$ cat src/rtl/uart_pkg.sv
// Shared UART definitions: receive FSM states and 8N1 frame constants,
// usable by both the receive and transmit sides.
package uart_pkg;

  localparam int unsigned OVERSAMPLE_DEFAULT = 16;
  localparam int unsigned DATA_BITS          = 8;
  localparam logic        STOP_LEVEL         = 1'b1;

  typedef enum logic [2:0] {
    IDLE,
    START,
    DATA,
    STOP,
    WAIT_IDLE
  } uart_state_e;

endpackage

$ cat src/rtl/uart_rx_sync.sv
// Two-flop synchronizer for the asynchronous serial line; both flops
// reset to the idle (high) level so a reset never fakes a start bit.
module uart_rx_sync (
  input  logic baudclk,
  input  logic reset,
  input  logic rx_async,
  output logic rx_sync
);

  logic meta;

  always_ff @(posedge baudclk) begin
    if (!reset) begin
      meta    <= 1'b1;
      rx_sync <= 1'b1;
    end else begin
      meta    <= rx_async;
      rx_sync <= meta;
    end
  end

endmodule

$ cat src/rtl/uart_receiver.sv
// Oversampling 8N1 UART receiver with acknowledge handshake and sticky
// framing-error / overrun flags.
module uart_receiver
  import uart_pkg::*;
#(
  parameter int unsigned OVERSAMPLE = OVERSAMPLE_DEFAULT
) (
  input  logic       baudclk,
  input  logic       reset,
  input  logic       UART_RX,
  input  logic       RX_ACK,
  output logic [7:0] RX_DATA,
  output logic       RX_STATUS,
  output logic       RX_ERR,
  output logic       RX_OVR
);

  localparam int unsigned       TICK_W    = $clog2(OVERSAMPLE);
  localparam logic [TICK_W-1:0] TICK_LAST = TICK_W'(OVERSAMPLE - 1);
  localparam logic [TICK_W-1:0] TICK_MID  = TICK_W'(OVERSAMPLE / 2 - 1);
  localparam logic [2:0]        BIT_LAST  = 3'(DATA_BITS - 1);

  uart_state_e            state, state_next;
  logic                   rx_s;
  logic [TICK_W-1:0]      tick;
  logic [2:0]             bit_idx;
  logic [DATA_BITS-1:0]   shift;
  logic                   tick_clr, bit_clr, sample_bit, complete, frame_err;

  uart_rx_sync u_sync (
    .baudclk  (baudclk),
    .reset    (reset),
    .rx_async (UART_RX),
    .rx_sync  (rx_s)
  );

  always_ff @(posedge baudclk) begin
    if (!reset) state <= IDLE;
    else        state <= state_next;
  end

  always_comb begin
    state_next = state;
    unique case (state)
      IDLE:      if (!rx_s) state_next = START;
      START:     if (tick == TICK_MID) state_next = rx_s ? IDLE : DATA;
      DATA:      if (tick == TICK_LAST && bit_idx == BIT_LAST) state_next = STOP;
      STOP:      if (tick == TICK_LAST) state_next = (rx_s == STOP_LEVEL) ? IDLE : WAIT_IDLE;
      WAIT_IDLE: if (rx_s) state_next = IDLE;
      default:   state_next = IDLE;
    endcase
  end

  // Every sample point also restarts the tick count, so non-power-of-two
  // OVERSAMPLE values wrap correctly.
  always_comb begin
    tick_clr   = 1'b0;
    bit_clr    = 1'b0;
    sample_bit = 1'b0;
    complete   = 1'b0;
    frame_err  = 1'b0;
    unique case (state)
      IDLE:      tick_clr = 1'b1;
      START: if (tick == TICK_MID) begin
        tick_clr = 1'b1;
        bit_clr  = 1'b1;
      end
      DATA: if (tick == TICK_LAST) begin
        tick_clr   = 1'b1;
        sample_bit = 1'b1;
      end
      STOP: if (tick == TICK_LAST) begin
        tick_clr  = 1'b1;
        complete  = (rx_s == STOP_LEVEL);
        frame_err = (rx_s != STOP_LEVEL);
      end
      WAIT_IDLE: tick_clr = 1'b1;
      default:   tick_clr = 1'b1;
    endcase
  end

  always_ff @(posedge baudclk) begin
    if (!reset) begin
      tick    <= '0;
      bit_idx <= '0;
      shift   <= '0;
    end else begin
      tick <= tick_clr ? '0 : tick + TICK_W'(1);
      if (bit_clr) begin
        bit_idx <= '0;
      end else if (sample_bit) begin
        shift[bit_idx] <= rx_s;
        bit_idx        <= bit_idx + 3'd1;
      end
    end
  end

  // Priority: framing error, then completion, then a bare acknowledge.
  always_ff @(posedge baudclk) begin
    if (!reset) begin
      RX_DATA   <= '0;
      RX_STATUS <= 1'b0;
      RX_ERR    <= 1'b0;
      RX_OVR    <= 1'b0;
    end else if (frame_err) begin
      RX_ERR <= 1'b1;
      if (RX_ACK) begin
        RX_STATUS <= 1'b0;
        RX_OVR    <= 1'b0;
      end
    end else if (complete) begin
      if (RX_STATUS && !RX_ACK) begin
        RX_OVR <= 1'b1;
      end else begin
        RX_DATA   <= shift;
        RX_STATUS <= 1'b1;
        if (RX_ACK) begin
          RX_ERR <= 1'b0;
          RX_OVR <= 1'b0;
        end
      end
    end else if (RX_ACK) begin
      RX_STATUS <= 1'b0;
      RX_ERR    <= 1'b0;
      RX_OVR    <= 1'b0;
    end
  end

endmodule

$ cat config.mk
export PLATFORM = sky130hd
export DESIGN_NAME = uart_receiver
export DESIGN_NICKNAME = d
export VERILOG_FILES = /design/src/rtl/uart_pkg.sv /design/src/rtl/uart_rx_sync.sv /design/src/rtl/uart_receiver.sv
export SDC_FILE = /design/constraint.sdc
export NUM_CORES = 1
export LEC_CHECK = 0
export BUFFER_PORTS_ARGS = -buffer_cell sky130_fd_sc_hd__buf_2
export CAP_MARGIN = 20
export CORE_MARGIN = 5
export CORE_UTILIZATION = 45
export CTS_CLUSTER_DIAMETER = 80
export DETAILED_ROUTE_END_ITERATION = 16
export GPL_TIMING_DRIVEN = 0
export HOLD_SLACK_MARGIN = 0.12
export PLACE_DENSITY = 0.63
export SYNTH_ARGS = -nofsm -noshare
export SYNTH_HDL_FRONTEND = slang
export SYNTH_SLANG_ARGS = --single-unit
$ cat constraint.sdc
create_clock -name baudclk -period 1.95 [get_ports baudclk]
set_input_delay 0.2925 -clock baudclk [delete_from_list [all_inputs] [get_ports baudclk]]
set_output_delay 0.2925 -clock baudclk [all_outputs]
set_load 0.02 [all_outputs]
## After elaboration in Yosys (flattened, before gate mapping)

Cells that the tools add are included.

| operators by class | value |
|---|---|
| equality and inequality tests | 13 |
| multiplexer cells | 32 |
| bitwise logic cells | 5 |
| order comparisons | 2 |
| reductions and logical operators | 11 |
| $add $sub $neg | 2 |

Operator list:

| cell | number |
|---|---|
| $mux 1 | 21 |
| $mux 3 | 6 |
| $pmux 3 s5 | 1 |
| $bwmux 8 | 1 |
| $ne 2x2->1 const B | 4 |
| $eq 3x2->1 const B | 2 |
| $eq 3x3->1 const B | 2 |
| $reduce_or 2->1 | 3 |
| $not 1->1 | 5 |
| $reduce_and 5->1 | 1 |
| $add 4x1->4 const B | 1 |
| $eq 4x3->1 const B | 1 |
| $eq 4x4->1 const B | 1 |
| $lt 3x4->1 const B | 1 |
| $add 3x1->3 const B | 1 |
| $demux 1 s3 | 1 |
| $eq 3x1->1 const B | 1 |
| $ge 3x1->1 const B | 1 |
| $logic_and 1x1->1 | 3 |
| $logic_not 3->1 | 1 |
| $ne 3x3->1 const B | 1 |
| $reduce_and 3->1 | 1 |
| $mux 2 | 1 |
| $ne 2x1->1 const B | 1 |
| other kinds (3) | 3 |

| word-level totals | value |
|---|---|
| bits of input ports | 4 |
| flip-flop bits (word level) | 31 |
| logic and storage cells | 75 |
| output and inout port bits | 11 |

## Logic depth before layout (Yosys ltp)

Gate-level depths: netlist of run 1.

| depth | value |
|---|---|
| depth in word-level cells | 5 |
| depth in mapped cells | 5 |

## Modules after synthesis

Synthesis of run 1 repeated with hierarchy kept, for this count alone.

| second synthesis, totals | value |
|---|---|
| cells, all modules | 144 |
| area total of the unflattened synthesis | 1380.1 um^2 |

Modules (own cells, without submodules):

| module | area an instance (um^2) | cells an instance | times used |
|---|---|---|---|
| uart_receiver | 1327.5 | 140 | 1 |
| uart_rx_sync | 52.6 | 4 | 1 |

## Worst setup path after synthesis of run 1

OpenSTA, ideal clock, no wires.

| path | value |
|---|---|
| path type | register to register |
| from | register tick[0] |
| to | register tick[3] |
| path buffers | 0 |
| arrival time | 1.326 ns |
| required time | 1.872 ns |
| library setup time | 0.078 ns |
| cell stages (with the launch flop) | 5 |
| path slack | 0.546 ns |
| cell sequence | dfxtp_1 ha_1 and4_4 or3_4 nor3_1 |

| between the ends | value |
|---|---|
| word-level cells in the longest chain between the ends | 4 |
| elaborated cells on any way between the ends | 7 |
| classes of those cells | add/sub: 1; eq/ne: 2; mux: 3; reduce/logical: 1 |

Ends and longest elaborated chain:

| item | line | source |
|---|---|---|
| from (decl) | uart_receiver.sv:25 | `logic [TICK_W-1:0] tick;` |
| from (signal assigned) | uart_receiver.sv:88 | `tick <= tick_clr ? '0 : tick + TICK_W'(1);` |
| $eq 4x4->1 / $eq 4x3->1 (equally long branches) | uart_receiver.sv:68, uart_receiver.sv:72, uart_receiver.sv:64 |  |
| $mux 1, on equally long branches | uart_receiver.sv:68, uart_receiver.sv:72, uart_receiver.sv:64 |  |
| $pmux 1 s2 | uart_receiver.sv:62 | `unique case (state)` |
| $reduce_or 2->1 (no line) | -- |  |

Several ways; a longest one is shown, not always the timed one.
A chain may end at the register's enable or synchronous reset.

## Worst setup path after layout of run 1

| path | value |
|---|---|
| from | register tick[0] |
| to | register RX_DATA[2] |

| between the ends | value |
|---|---|
| word-level cells in the longest chain between the ends | 5 |
| elaborated cells on any way between the ends | 7 |
| classes of those cells | eq/ne: 1; mux: 4; bitwise: 1; reduce/logical: 1 |

Ends and longest elaborated chain:

| item | line | source |
|---|---|---|
| $eq 4x4->1 * | uart_receiver.sv:72 | `STOP: if (tick == TICK_LAST) begin` |
| $mux 1 | uart_receiver.sv:72 |  |
| $mux 1 | uart_receiver.sv:62 |  |
| $not 1->1 (no line) | -- |  |
| $reduce_and 3->1 (no line) * | -- |  |
| to (signal assigned) | uart_receiver.sv:115 | `RX_DATA <= shift;` |
| to (decl) | uart_receiver.sv:12 | `output logic [7:0] RX_DATA,` |

Mark *: on every way between the ends. The rest lies on a longest branch, timed or not.

==> results.ini, run 1 <==
[synthesis]
synth.distinct_cells = 38
syn_nets = 146
synth-seq-cells = 31
synth_most_common_cell = dfxtp_1
synthFlopType = dfxtp_1
synth_common_cells = dfxtp_1, nand2_1, mux2i_1
yosysSeqAreaShare_pct = 44.93
avgSynthCellArea_um2 = 9.938
synthTopCellsByArea = dfxtp_1, mux2i_1, nand2_1
synth_edf_count = 0
ys.warnings.count = 0
synth_cells = 139
synth_area_um2 = 1381
synth_top_area_cell = dfxtp_1
synth_top_area_share_pct = 44.93
async_flop_share_pct = 0

[global_route]
grt_pass1_wl_mm = 4.761
grt_max_degree = 11
grtUsageTotal_pct = 14.37
grt_pass1_vias = 1114
grt_antenna_before_repair = 0
grt_remaining_overflow = 0

[critical_path]
cp-start-kind = flop
worstPathMaxFanout = 8
r2r-end = RX_DATA[2]
r2r_start = tick[0]
cp.arrival_ns = 1.84
ff2ff_path_depth = 5
rrSetupSlack_ns = 0.36
worst_setup_path_end_kind = flop
worst-setup-path-type = reg2reg
worstPathRequired_ns = 2.21

[detailed_routing]
drt_iter0_markers = 16
num_vias = 1062
drtAntennaViolNets = 0
first_pass_iters = 4
via_per_inst = 5.531
wl_per_cell_um = 13.74
totalWireLength_mm = 2.638
route.detailed.drc = 0

[worst_hold_path]
hold_path_depth = 2
hp-class = in2reg
min_to = u_sync.meta
hold_start = UART_RX

[sta]
hold_slack_ns = 0.1442
worstMarginPinSlew_ns = 0.5482
fin_crit_sh_pct = 81.40
max_freq_mhz = 630.0
setup_violations = 0
rsz0062_at_grt = no
hold_viol_final = 0
setup_tns_ns = 0
slew_headroom_pct = 63.17
layout_min_cycle_time_ns = 1.587
drv_slew = 0
finalClockSkew_ns = 0.01017

[floorplan]
ioPinCount = 15
core_area_um2 = 3003
die_area_um2 = 4278
start_util_pct = 46.00
row_count = 20
fp.dieW_um = 65.41
die_y_um = 65.41

[power]
p_clk_share_pct = 35.4
power_frac_seq_pct = 60.7
peakVddDrop_uv = 459.5
power_switching_mw = 0.2397
leakagePower_nw = 0.6556
netSwitchingFraction_pct = 22.67
p_per_area_nw_per_um2 = 684.9
power_frac_comb_pct = 3.9
intPower_mw = 0.8177

[clocking]
root_buffer = clkbuf_4
cts_max_level = 2
insertion_delay_ns = 0.32
clk_path_buf_depth = 2
clkSinkCount = 31
cts_hold_buf = 0
cts-resized-gates = 0
postCtsSetupBuffers = 0
clkTransAtPathRegs_ns = 0.09
cts_tree = yes
cts_buffers = 5

[cells_and_area]
diodes = 0
nets = 166
n_fill_cell = 296
utilization_pct = 51.42
area_growth_pct = 11.78
drive_above_1_share_pct = 21.38

[status]
status = finished clean

[run]
cap_violations = 0

[place]
numPortBuffers = 13
hpwlAfterDp_mm = 1.865
gp_congestion = 0.8637

==> worst max-delay path by stage <==
stage / startpoint / endpoint / slack (ns) / cells after the start
6_report: tick[0] / RX_DATA[2] / 0.36 / 5
3_3_place_gp: tick[0] / RX_DATA[0] / 0.41 / 5
5_1_grt: tick[0] / RX_DATA[0] / 0.23 / 5
2_1_floorplan: tick[0] / tick[3] / 0.55 / 4
3_5_place_dp: tick[0] / RX_DATA[2] / 0.38 / 5
4_1_cts: tick[0] / RX_DATA[2] / 0.35 / 5
==> area by class of cell <==
class	count	area [um^2]	share of cell area (%)
inverter	2	7.507	0.4862
clock inverter	1	5.005	0.3241
buffer	5	35.03	2.269
tap	33	41.29	2.674
sequential	31	620.6	40.19
multi-input combinational	101	718.2	46.52
clock buffer	6	51.30	3.323
timing repair buffer	13	65.06	4.214
==> worst max-delay path: stages (launching register included) <==
cell and delay [ns]:
dfxtp_1 0.37, ha_1 0.34, nand4_4 0.17, nor4b_4 0.26, buf_6 0.20, mux2i_1 0.19
==> power groups by stage <==
| stage | sequential (mW) | clock [mW] | combinational [mW] |
|---|---|---|---|
| floorplan | 0.655 | 0 | 0.0304 |
| global placement | 0.657 | 0 | 0.0413 |
| detailed placement | 0.657 | 0 | 0.0421 |
| CTS | 0.642 | 0.386 | 0.0421 |
| global route | 0.643 | 0.407 | 0.0467 |
| finish | 0.642 | 0.374 | 0.0415 |
==> placed cells by master (no fill, tap or decap), drive strengths merged, types with 2 or more instances in the layout <==
cell	count
nand2	22
clkbuf	8
nand3	10
nor3	4
xor2	2
nand2b	4
nor2	4
nor3b	2
or2	2
nand4	3
buf	16
a21oi	4
dfxtp	31
and2	2
nor2b	5
inv	2
mux2i	16
ha	3
o21ai	3
==> per-layer routing <==
metal,global-route usage (%),wire (um),vias to the layer above
li1,-,-,536
met3,3.248,88,11
met4,8.031,87,0
met2,23.26,1166,21
met5,0,0,-
met1,17.50,1295,494
==> through the flow <==
step	area (um^2)	setup WS, ns	power (mW)	cells
after floorplan	1381	0.5460	0.6857	139
after global placement	1488	0.4090	0.6980	185
after detailed placement	1488	0.3825	0.6987	185
after CTS	1544	0.3498	1.070	192
after global routing	1544	0.2350	1.097	192
final	1544	0.3628	1.057	192
==> state kept, by name, summed over array words and instances (netlist names) <==
register,count
tick,4
shift,8
RX_DATA,8
u_sync.meta,1
bit_idx,3
u_sync.rx_sync,1
RX_STATUS,1
RX_OVR,1
RX_ERR,1
state,3
==> cells by family after synthesis <==
group	synth area share [%]
AND/OR/NAND/NOR	28.35
flip-flops	44.93
multiplexers	11.59
AO/OA/AOI/OAI	8.063
buffers and inverters	3.080
adder cells (fa/ha/maj)	2.718
XOR/XNOR	1.268
(Power assumes the default switching activity.)
==> inputs of run 2 (changes only) <==
- PLACE_DENSITY: 0.63 -> 0.65
- clock period: 1.95 -> 1.45 ns (I/O delays scaled with it)
==> run 2 against run 1 <==
Against the previous run: clock power rose by 17%; worst hold slack improved by 0.041 ns; fmax rose by 15%; final area rose by 3.7%; critical path type unchanged; critical endpoint is now tick[0]; highest routed layer unchanged.
==> results.ini, run 2 (same netlist as run 1, synthesis figures left out) <==
[detailed_routing]
drt_iter0_markers = 35
via_per_inst = 5.411
wl_per_cell_um = 13.90
drtAntennaViolNets = 0
totalWireLength_mm = 2.738
route.detailed.drc = 0
num_vias = 1066
first_pass_iters = 4

[sta]
slew_headroom_pct = 62.71
layout_min_cycle_time_ns = 1.376
fin_crit_sh_pct = 94.89
worstMarginPinSlew_ns = 0.5550
max_freq_mhz = 726.8
setup_violations = 0
finalClockSkew_ns = 0.007674
drv_slew = 0
hold_viol_final = 0
setup_tns_ns = 0

[floorplan]
ioPinCount = 15
row_count = 20
die_area_um2 = 4278
die_y_um = 65.41
start_util_pct = 46.00
core_area_um2 = 3003
fp.dieW_um = 65.41

[clocking]
insertion_delay_ns = 0.32
cts_tree = yes
clk_path_buf_depth = 2
clkSinkCount = 31
cts_max_level = 2
cts_buffers = 5
clkTransAtPathRegs_ns = 0.09
root_buffer = clkbuf_4

[place]
postPlaceCellArea_um2 = 1488
gp_congestion = 0.7601
hpwlAfterDp_mm = 1.912
dp.cells = 185
numPortBuffers = 13

[critical_path]
worstPathRequired_ns = 1.69
worstPathMaxFanout = 4
worst_setup_path_end_kind = flop
worst-setup-path-type = reg2reg
cp_cell_sequence = ha_4 > and4_4 > or3_4 > nor3_1
cp.arrival_ns = 1.62
cp-start-kind = flop
cpPeakStageDelay_ns = 0.38
cp_slowest_cell = or3_4

[cells_and_area]
diodes = 0
post-route-cell-area_um2 = 1602
nets = 172
drive_above_1_share_pct = 27.44
reg_top3 = RX_DATA x8, shift x8, tick x4
final_common_cell = dfxtp_1
final_cell_mix = dfxtp_1, nand2_1, mux2i_1
area_growth_pct = 15.94
layout.cells.non_filler = 197

[global_route]
grt_pass1_vias = 1044
grt_max_degree = 11
grtUsageTotal_pct = 14.74
grt_remaining_overflow = 0
grt_pass1_wl_mm = 4.795
grt_antenna_before_repair = 0

[status]
status = finished clean

[worst_hold_path]
hp-class = in2reg

[run]
cap_violations = 0

[power]
leakagePower_nw = 0.6744
p_per_area_nw_per_um2 = 851.3
total_power_mw = 1.363
peakVddDrop_uv = 463.0

==> run 2: layout make-up <==
cell class	count	area, um^2
fill	289	1401
inverter	2	7.507
timing repair buffer	19	115.1
multi-input combinational	101	730.7
clock buffer	6	41.29
buffer	5	35.03
tap	33	41.29
sequential	31	630.6
==> run 2: final timing paths <==
check         startpoint             end  slack, ns  cells past startpoint
min reg2reg  u_sync.meta  u_sync.rx_sync       0.42                      1
max              tick[1]         tick[0]       0.07                      4
min                reset  u_sync.rx_sync       0.19                      2
max reg2reg      tick[1]         tick[0]       0.07                      4
==> run 2: critical path, delay by kind of cell (launching register included) <==
| kind | cells | cell delay (ns) |
|---|---|---|
| fa+ha+maj | 1 | 0.18 |
| flops | 1 | 0.35 |
| simple gates | 3 | 0.77 |
==> run 2: where the power goes <==
group,leakage [nW],switching (mW),internal (mW)
Combinational,0.396,0.0394,0.0244
Clock,0.0242,0.264,0.172
Sequential,0.254,0.00755,0.856
Total,0.674,0.311,1.05
==> run 2: timing repair <==
action,4_1_cts,5_1_grt
endpoints found under the hold margin,2,0
pin swaps,3,2
hold buffers,2,0
setup buffers,2,2
gates resized for setup,7,3
endpoints found under the setup margin,21,19
==> run 2: metrics by stage <==
step	util, %	hold WS [ns]	worst slack [ns]
floorplan	-	0.2870	0.04596
global placement	49.54	0.3904	-0.09873
detailed placement	49.54	0.3972	-0.1447
CTS	52.71	0.1721	0.001493
global route	53.33	0.1814	-0.01035
finish	53.33	0.1857	0.07412
==> run 2: routing by layer <==
metal  vias up  track usage (%)  part of all wire [%]
li1        547                -                     -
met1       493            17.85                    48
met2        19            22.76                    46
met3         7            4.444                   3.6
met4         0            9.067                   2.6
met5         -                0                     0
==> inputs of run 3 (changes only) <==
- CORE_UTILIZATION: 45 -> 51
- PLACE_DENSITY: 0.65 -> 0.73
==> run 3 against run 2 <==
Against the previous run: total power is 10% higher; first-iteration DRC count up 11%; final cell count is 1.5% lower; via count grew 2.3%; sequential share of layout area shrank 0.46 points; critical path depth grew 1; worst setup slack lost 0.058 ns; worst hold slack got worse by 0.025 ns; largest power group unchanged; highest routed layer unchanged.
==> results.ini, run 3 (same netlist as run 1, synthesis figures left out) <==
[clocking]
cts_tree = yes
clk_path_buf_depth = 2
clkSinkCount = 31
root_buffer = clkbuf_4
cts_buffers = 5
cts_max_level = 2
clkTransAtPathRegs_ns = 0.09
insertion_delay_ns = 0.35

[detailed_routing]
drtAntennaViolNets = 0
totalWireLength_mm = 2.863
drt_iter0_markers = 39
via_per_inst = 5.624
first_pass_iters = 4
num_vias = 1091
wl_per_cell_um = 14.76
route.detailed.drc = 0

[power]
p_per_area_nw_per_um2 = 927.4
power_switching_mw = 0.3398
leakagePower_nw = 0.6791
peakVddDrop_uv = 976.5
power_frac_comb_pct = 4.2
power_frac_seq_pct = 57.4
p_clk_share_pct = 38.4
total_power_mw = 1.503
intPower_mw = 1.163
netSwitchingFraction_pct = 22.62

[worst_hold_path]
hold_path_depth = 2
hp-class = in2reg

[cells_and_area]
regArea_um2 = 630.6
final_common_cell = dfxtp_1
n_fill_cell = 230
final_cell_mix = dfxtp_1, nand2_1, mux2i_1
utilization_pct = 63.67
multi_input_area_um2 = 740.7
drive_above_1_share_pct = 27.44
area_growth_pct = 17.30
reg_top3 = RX_DATA x8, shift x8, tick x4
post-route-cell-area_um2 = 1620
diodes = 0
nets = 170

[global_route]
grt_pass1_vias = 1077
grtUsageTotal_pct = 18.10
grt_remaining_overflow = 0
grt_max_degree = 11
grt_pass1_wl_mm = 4.885
grt_antenna_before_repair = 0

[floorplan]
die_y_um = 62.05
die_area_um2 = 3850
row_count = 18
start_util_pct = 54.28
fp.dieW_um = 62.05
ioPinCount = 15
core_area_um2 = 2545

[run]
cap_violations = 0

[critical_path]
cp_slowest_cell = dfxtp_4
worstPathMaxFanout = 8
cp_cell_sequence = ha_4 > nand4_4 > nor4b_4 > buf_6 > mux2i_1
cpPeakStageDelay_ns = 0.37
cp-start-kind = flop
ff2ff_path_depth = 5
cp.arrival_ns = 1.70
worst_setup_path_end_kind = flop
worst-setup-path-type = reg2reg
worstPathRequired_ns = 1.72

[sta]
drv_slew = 0
slew_headroom_pct = 66.76
setup_tns_ns = 0
hold_viol_final = 0
setup_violations = 0
fin_crit_sh_pct = 98.87
max_freq_mhz = 697.6
layout_min_cycle_time_ns = 1.434
worstMarginPinSlew_ns = 0.4949
finalClockSkew_ns = 0.009371
rsz0062_at_grt = yes

[place]
hpwlAfterDp_mm = 2.048
numPortBuffers = 13
postPlaceCellArea_um2 = 1484
gp_congestion = 0.8652

[status]
status = finished clean

run 3: cell count changes in the layout (fill, tap and decap cells not counted):
| cell | change |
|---|---|
| nor3_2 | +2 |
| dfxtp_1 | +2 |
| buf_4 | -2 |
| dfxtp_4 | +1 |
| nor3_1 | -2 |
| clkbuf_8 | +2 |
| dfxtp_2 | -3 |
run 3: per-stage QoR:
stage               cells  hold slack, ns  setup slack (ns)
floorplan             139          0.2870           0.04596
global placement      182          0.3898          -0.08146
detailed placement    182          0.4039           -0.1585
CTS                   192          0.1619         -0.006660
global route          194          0.1516          -0.01776
finish                194          0.1602           0.01644
run 3: worst paths after layout:
path / startpoint / end / slack, ns
worst max-delay path: tick[0] / RX_DATA[2] / 0.02
worst min-delay path: reset / u_sync.rx_sync / 0.16
worst max register to register: tick[0] / RX_DATA[2] / 0.02
worst min register to register: u_sync.meta / u_sync.rx_sync / 0.42
run 3: layout make-up:
| type | instances | area share [%] |
|---|---|---|
| multi-input cells | 101 | 45.71 |
| flip-flops and latches | 31 | 38.92 |
| repair buffers | 17 | 6.178 |
| clock buffers | 8 | 4.247 |
| well taps | 30 | 2.317 |
| plain buffers | 5 | 2.162 |
| inverters | 2 | 0.4633 |
run 3: worst max-delay path, delay by kind of cell (launching register included):
family / cells / cell delay (ns)
DFF: 1 / 0.37
and+or+nand+nor: 2 / 0.42
adders and majority gates: 1 / 0.16
muxes: 1 / 0.21
buffers and inverters: 1 / 0.19
run 3: repair_timing:
action                     in CTS  in global routing
setup endpoints to repair      21                 12
buffers inserted                0                  2
gates resized for setup         5                  6
pin swaps                       1                  4
hold buffers                    2                  0
hold endpoints to repair        2                  0
run 3: metal layers:
| metal | up-vias | track usage (%) | wire, um |
|---|---|---|---|
| met1 | 528 | 21.57 | 1283 |
| met5 | - | 0 | 0 |
| li1 | 540 | - | - |
| met4 | 0 | 9.091 | 69 |
| met2 | 16 | 28.11 | 1401 |
| met3 | 7 | 7.231 | 108 |
run 3: power groups by stage:
stage	clock (mW)	sequential [mW]	combinational [mW]
6_report	0.577	0.862	0.0629
5_1_grt	0.634	0.864	0.0703
4_1_cts	0.586	0.864	0.0615
3_5_place_dp	0	0.883	0.0569
3_3_place_gp	0	0.883	0.0543
2_1_floorplan	0	0.881	0.0409
